==> src/rtl/alu593_sched.sv <==
// Two-port request scheduler in front of a shared multi-cycle ALU.
// Round-robin arbitration, one operation in flight, bypass for no-ops and
// illegal opcodes, and a watchdog that aborts an ALU command that never
// completes.

module alu593_sched #(
  parameter int TIMEOUT = 64
) (
  input  logic        clk,
  input  logic        reset_n,
  input  logic        req0_valid,
  input  logic        req1_valid,
  output logic        req0_ready,
  output logic        req1_ready,
  input  logic [7:0]  req0_A,
  input  logic [7:0]  req0_B,
  input  logic [7:0]  req1_A,
  input  logic [7:0]  req1_B,
  input  logic [3:0]  req0_op,
  input  logic [3:0]  req1_op,
  output logic        rsp0_valid,
  output logic        rsp1_valid,
  output logic [15:0] rsp_result,
  output logic        rsp_err,
  output logic        alu_start,
  output logic [7:0]  alu_A,
  output logic [7:0]  alu_B,
  output logic [3:0]  alu_op,
  input  logic        alu_done,
  input  logic [15:0] alu_result,
  output logic        busy
);

  typedef enum logic [1:0] {
    IDLE,
    ISSUE,
    RESP
  } state_t;

  // Last ISSUE cycle index; the command is abandoned after this many cycles.
  localparam logic [7:0] TIMEOUT_LAST = 8'(TIMEOUT - 1);

  state_t      state;
  logic        last_served;
  logic        port_id;
  logic [7:0]  tcount;

  logic        grant0;
  logic        grant1;
  logic        accept;
  logic        sel_port;
  logic [7:0]  sel_a;
  logic [7:0]  sel_b;
  logic [3:0]  sel_op;
  logic        sel_legal;
  logic        sel_illegal;

  // Round-robin winner selection and decode of the winning request's opcode.
  always_comb begin
    grant0      = req0_valid && (!req1_valid || last_served);
    grant1      = req1_valid && (!req0_valid || !last_served);
    req0_ready  = reset_n && (state == IDLE) && grant0;
    req1_ready  = reset_n && (state == IDLE) && grant1;
    accept      = req0_ready || req1_ready;
    sel_port    = grant1;
    sel_a       = grant1 ? req1_A  : req0_A;
    sel_b       = grant1 ? req1_B  : req0_B;
    sel_op      = grant1 ? req1_op : req0_op;
    sel_legal   = (sel_op != 4'd0) && (sel_op < 4'd8);
    sel_illegal = (sel_op > 4'd8);
  end

  assign busy = (state != IDLE);

  // Scheduler FSM: accept, drive the ALU or bypass it, and pulse the response.
  always_ff @(posedge clk or negedge reset_n) begin
    if (!reset_n) begin
      state       <= IDLE;
      last_served <= 1'b1;
      port_id     <= 1'b0;
      tcount      <= 8'd0;
      alu_start   <= 1'b0;
      alu_A       <= 8'd0;
      alu_B       <= 8'd0;
      alu_op      <= 4'd0;
      rsp0_valid  <= 1'b0;
      rsp1_valid  <= 1'b0;
      rsp_result  <= 16'd0;
      rsp_err     <= 1'b0;
    end else begin
      rsp0_valid <= 1'b0;
      rsp1_valid <= 1'b0;
      case (state)
        IDLE: begin
          if (accept) begin
            last_served <= sel_port;
            port_id     <= sel_port;
            if (sel_legal) begin
              alu_A     <= sel_a;
              alu_B     <= sel_b;
              alu_op    <= sel_op;
              alu_start <= 1'b1;
              tcount    <= 8'd0;
              state     <= ISSUE;
            end else begin
              rsp_result <= 16'd0;
              rsp_err    <= sel_illegal;
              rsp0_valid <= !sel_port;
              rsp1_valid <= sel_port;
              state      <= RESP;
            end
          end
        end
        ISSUE: begin
          if (alu_done) begin
            alu_start  <= 1'b0;
            rsp_result <= alu_result;
            rsp_err    <= 1'b0;
            rsp0_valid <= !port_id;
            rsp1_valid <= port_id;
            state      <= RESP;
          end else if (tcount == TIMEOUT_LAST) begin
            alu_start  <= 1'b0;
            rsp_result <= 16'd0;
            rsp_err    <= 1'b1;
            rsp0_valid <= !port_id;
            rsp1_valid <= port_id;
            state      <= RESP;
          end else begin
            tcount <= tcount + 8'd1;
          end
        end
        RESP: begin
          state <= IDLE;
        end
        default: begin
          state <= IDLE;
        end
      endcase
    end
  end

endmodule

==> config.mk <==
export PLATFORM = sky130hd
export DESIGN_NAME = alu593_sched
export DESIGN_NICKNAME = d
export VERILOG_FILES = /design/src/rtl/alu593_sched.sv
export SDC_FILE = /design/constraint.sdc
export NUM_CORES = 1
export LEC_CHECK = 0
export ABC_AREA = 1
export CAP_MARGIN = 20
export CORE_MARGIN = 2
export CORE_UTILIZATION = 40
export CTS_CLUSTER_DIAMETER = 50
export DETAILED_ROUTE_END_ITERATION = 12
export PLACE_DENSITY_LB_ADDON = 0.2
export SYNTH_ARGS = -nofsm -noshare
export SYNTH_HDL_FRONTEND = slang
export SYNTH_SLANG_ARGS = --single-unit
export TNS_END_PERCENT = 5
==> constraint.sdc <==
create_clock -name clk -period 5.2 [get_ports clk]
set_clock_uncertainty 0.2 [all_clocks]
set_input_delay 0.52 -clock clk [delete_from_list [all_inputs] [get_ports clk]]
set_output_delay 0.52 -clock clk [all_outputs]
set_load 0.01 [all_outputs]
# Yosys cells after proc, flatten, opt, wreduce, memory -nomap -nowiden

Index checks and enable logic that the tools add are counted.

Output and inout port bits: 43
Bits of input ports: 61
Register bits: 52

Muxes and demuxes: 38
Reductions and logical operators: 24
Eq/ne operators: 8
Order comparisons: 2
Add/subtract/negate cells: 1

Operators with widths:

| operator                                                        | number |
|---|---|
| 16-bit 2-to-1 mux                                               | 4 |
| 8-bit 2-to-1 mux                                                | 6 |
| 16-bit one-hot mux with 2 select lines                          | 1 |
| 1-bit 2-to-1 mux                                                | 16 |
| 8-bit one-hot mux with 2 select lines                           | 1 |
| 2-bit inequality test, second input constant                    | 5 |
| 8-bit by 1-bit adder with 8-bit output, second input constant   | 1 |
| 8-bit by 6-bit == test with 1-bit output, second input constant | 1 |
| 2-bit 2-to-1 mux                                                | 4 |
| 1-bit one-hot mux with 2 select lines                           | 4 |
| 4-bit AND reduction                                             | 2 |
| 1-bit logical AND                                               | 6 |
| 1-bit zero test                                                 | 5 |
| 5-bit AND reduction                                             | 1 |
| 4-bit greater-than comparator, second input constant            | 1 |
| 4-bit less-than comparator, second input constant               | 1 |
| 4-bit 2-to-1 mux                                                | 1 |
| 2-bit one-hot mux with 2 select lines                           | 1 |
| 2-bit AND reduction                                             | 2 |
| 2-bit nonzero test                                              | 2 |
| 4-bit nonzero test                                              | 1 |
| 1-bit logical OR                                                | 3 |
| 3-bit inequality test, second input constant                    | 1 |
| 3-bit AND reduction                                             | 1 |
| 2 further kinds                                                 | 2 |

# Depth between registers and ports, before layout

Depth after elaboration: 9
Gate-level depth with buffers: 11

# Worst setup path before layout

OpenSTA, ideal clock, no wires.

Kind: register to register
Start point: register last_served
End point: register alu_A[0]
Cell stages (with the launch flop): 8
Data arrival time: 1.446 ns
Clock period less this slack: 1.763 ns
Path slack: 3.437 ns
Cells stage by stage: dfstp_2 -> nand2_2 -> nand2_2 -> buf_6 -> buf_2 -> mux2_2 -> nand2_1 -> nand2_1

Word-level cells in the longest chain between the ends: 7

Ends and longest elaborated chain:

| what                                                                    | RTL line | RTL |
|---|---|---|
| start: declaration                                                      | 44       | `logic last_served;` |
| start signal: assignment                                                | 96       | `last_served <= sel_port;` |
| 1-bit zero test                                                         | 61       | `grant1 = req1_valid && (!req0_valid \|\| !last_served);` |
| 1-bit logical OR                                                        | 61       |  |
| 1-bit logical AND                                                       | 61       |  |
| 4-bit 2-to-1 mux                                                        | 68       | `sel_op = grant1 ? req1_op : req0_op;` |
| 4-bit less-than comparator / 4-bit nonzero test (equally long branches) | 69       | `sel_legal = (sel_op != 4'd0) && (sel_op < 4'd8);` |
| 1-bit logical AND                                                       | 69       |  |
| 3-bit AND reduction (no source line)                                    | n/a      |  |
| end signal: assignment                                                  | 99       | `alu_A <= sel_a;` |
| end: declaration                                                        | 26       | `output logic [7:0] alu_A,` |

Several ways; a longest one is shown, not always the timed one.
A chain may end at the register's enable or synchronous reset.

# Worst setup path after layout

Start point: input reset_n
End point: output req0_ready

Word-level cells in the longest chain between the ends: 2

Ends and longest elaborated chain:

| what                           | RTL line | RTL |
|---|---|---|
| start: declaration             | 10       | `input logic reset_n,` |
| 1-bit logical AND (2 in a row) | 62       | `req0_ready = reset_n && (state == IDLE) && grant0;` |
| end: declaration               | 13       | `output logic req0_ready,` |

Every way passes these cells.

==> results.md <==
* Status: completed
* Max cap viols at 0
* Inst Count DP at 476
* Starting Density at 0.4104
* Max_slew headroom at 0.3594
* Pre-CTS setup slack at 2.278 ns
* Detailed Route Iter0 Violations at 89
* Switching portion of total power at 0.3545
* Clk_lat worst skew at 0.31 ns
* Worst slew pin tran at 0.9598 ns
* First-pass DRT Iterations at 4
* Sink Count at 52
* Most common cell after layout, fill and taps aside: nand2_1
* HP Class: reg -> reg
* CTS tree: yes
* Hold path startpoint: port_id
* First-pass GRT wire length at 10.34 mm
* Post-Syn Instances at 307
* Unrepaired setup endpoints after global routing: no
* Worst Path Arrival at 2.37 ns
* CP peak stage delay at 0.55 ns
* Largest net degree at the start of global routing at 36
* Syn_area_per_cell at 8.441 um2
* Critical Path Source Type: input port
* Most frequent cells in the layout: 127 x nand2_1, 102 x clkdlybuf4s50_1, 51 x dfrtp_1
* Final ANT Viol Nets at 0
* Gp weighted congestion at 0.7742
* Worst-path clk slew at 0.10 ns
* Ports at 104
* Netlist Area Pre-Place at 2591 um2
* Rows at 29
* Count of antenna diodes in the layout at 0
* CTS root buf: clkbuf_8
* Crit path to: req0_ready
* WHS at 0.2775 ns
* Comb pwr share at 0.451
* Register-to-Register Path Depth at 8
* Peak supply drop at 0.0002507 V
* Critical path capture point type: primary output
* Max clock buf depth at 2
* Reg power frac at 0.382
* Die area at 7138 um2
* CTS buffer count at 5
* Wire per inst at 12.56 um
* Synth unique cells at 29
* Post-route insts no fill at 485
* H-tree Lvls at 2
* Crit-path cells: dlygate4sd3_1 > buf_2 > inv_1 > nor2_1 > nand2_1 > inv_1 > clkdlybuf4s50_1
* Reg2reg start: last_served
* Via count at 2290
* Most frequent cell on the critical path: inv_1
* CP max stage cell: clkdlybuf4s50_1
* Pwr dens at 452.7 nW/um2
* Vias in the first global route at 2250
* Crit Path Category: in -> out
* Clock power frac at 0.167
* Tmin final at 3.094 ns
* Drt via density at 4.722
* Layout cells sized above 1 at 0.1078
* Chip height at 84.49 um
* Detailed placer's ending HPWL at 4.453 mm
* Die Wd at 84.49 um
* Postcts setup bufs at 0
* Synth Flop Type: dfrtp_1
* Final WS setup at 2.106 ns
* CORE AREA at 6314 um2
* Nets at 469
* Int Power at 1098 uW
* Worst EP required at 4.48 ns
* DRC viols at 0
* Sequential share of the synthesized area at 0.5027
* WL final at 6.094 mm
* Endpoints failing setup at 0
* CP max FO at 20
* Crit. Startpoint: reset_n
* IO buf count at 103
* R2R setup slack at 2.76 ns
* Leakage at 0.001838 uW
* Max Slew Vio Count at 0
* Yosys reg bits at 52
* Syn_nets at 369
* Area Overhead vs Synth at 45.05%
* Post-route clock period utilization at 0.5949
* Setup TNS Final at 0 ns
* Async S/R FF share, synth at 1.000
* Antenna violations before repair at 0
* P_sw at 603.3 uW
* F_max at 323.2 MHz
* GRT Overall Usage at 0.1764
* YS warnings at 0
* R2R Path End: tcount[3]
* Global route overflow at 0
* Post-synth EDFFs at 0
* Final Hold Viols at 0
==> worst min path at each step <==
stage / end / slack (ns) / cells past startpoint
2_1_floorplan: alu_A[0] / 0.02 / 0
3_3_place_gp: alu_op[3] / 0.25 / 2
3_5_place_dp: rsp_result[8] / 0.26 / 2
4_1_cts: rsp0_valid / 0.28 / 1
5_1_grt: rsp_result[8] / 0.30 / 2
6_report: rsp0_valid / 0.28 / 1
==> critical path: cells and delay by family <==
kind,cells,cell delay (ns)
buf+inv,5,1.64
simple gates,2,0.22
==> final cells by class <==
| cell class | count | area, um2 |
|---|---|---|
| inverters | 25 | 96.34 |
| clock buffers | 5 | 68.82 |
| repair buffers | 105 | 1044 |
| fillers | 591 | 2555 |
| flip-flops and latches | 52 | 1303 |
| clock inverters | 3 | 46.29 |
| well taps | 77 | 96.34 |
| multi-input cells | 218 | 1105 |
==> routing by layer <==
| layer | part of all wire | GRT usage | up-vias |
|---|---|---|---|
| li1 | - | - | 1164 |
| met1 | 0.43 | 0.2254 | 1051 |
| met2 | 0.48 | 0.2856 | 69 |
| met3 | 0.083 | 0.06883 | 6 |
| met4 | 0.0089 | 0.03896 | 0 |
| met5 | 0 | 0 | - |
==> synth_stat cells, types with 2 or more instances <==
library cell | n | area, um2
nand2_1 | 127 | 476.7
dfrtp_1 | 51 | 1276
nand3_1 | 29 | 145.1
inv_1 | 21 | 78.83
mux2_2 | 16 | 180.2
nor2_1 | 14 | 52.55
buf_6 | 4 | 45.04
clkbuf_1 | 4 | 15.01
nand2_2 | 4 | 25.02
o21ai_0 | 4 | 20.02
a21oi_1 | 3 | 15.01
buf_4 | 3 | 22.52
inv_2 | 3 | 11.26
o21ai_1 | 3 | 15.01
nand3_2 | 2 | 20.02
nand3_4 | 2 | 35.03
nand3b_1 | 2 | 15.01
nand4_1 | 2 | 12.51
o21ai_2 | 2 | 17.52
o22ai_1 | 2 | 12.51
==> stage by stage <==
step	util	power [uW]	instance area, um2
floorplan	-	1033	2591
global placement	0.5755	1419	3633
detailed placement	0.5755	1430	3633
CTS	0.5953	1720	3759
global route	0.5953	1822	3759
finish	0.5953	1702	3759
==> power by group through the flow <==
stage / Sequential (uW) / Combinational [uW] / Clock (uW)
2_1_floorplan: 710 / 323 / 0
3_3_place_gp: 649 / 770 / 0
3_5_place_dp: 652 / 778 / 0
4_1_cts: 650 / 780 / 289
5_1_grt: 670 / 846 / 306
6_report: 649 / 768 / 284
==> sequential cells by signal, summed over array words and instances, names as in the netlist <==
| register | count |
|---|---|
| alu_A | 8 |
| alu_B | 8 |
| alu_op | 4 |
| alu_start | 1 |
| last_served | 1 |
| port_id | 1 |
| rsp0_valid | 1 |
| rsp1_valid | 1 |
| rsp_err | 1 |
| rsp_result | 16 |
| state | 2 |
| tcount | 8 |
==> cells by family (layout without fill, tap and decap cells) <==
kind of cell	Yosys count	after routing	synth area share
AOI/OAI and AO/OA	16	16	0.04008
xor gates and xnor gates	1	1	0.003381
adders and majority gates	1	1	0.004828
buffers and inverters	37	138	0.07098
DFF	52	52	0.5027
muxes	16	16	0.06953
and+or+nand+nor	184	184	0.3085
==> what timing repair did <==
| item | in CTS | in global routing |
|---|---|---|
| hold endpoints to repair | 16 | 0 |
| hold buffers | 1 | 0 |
| resized for setup | 0 | 0 |
(Power assumes the default switching activity.)
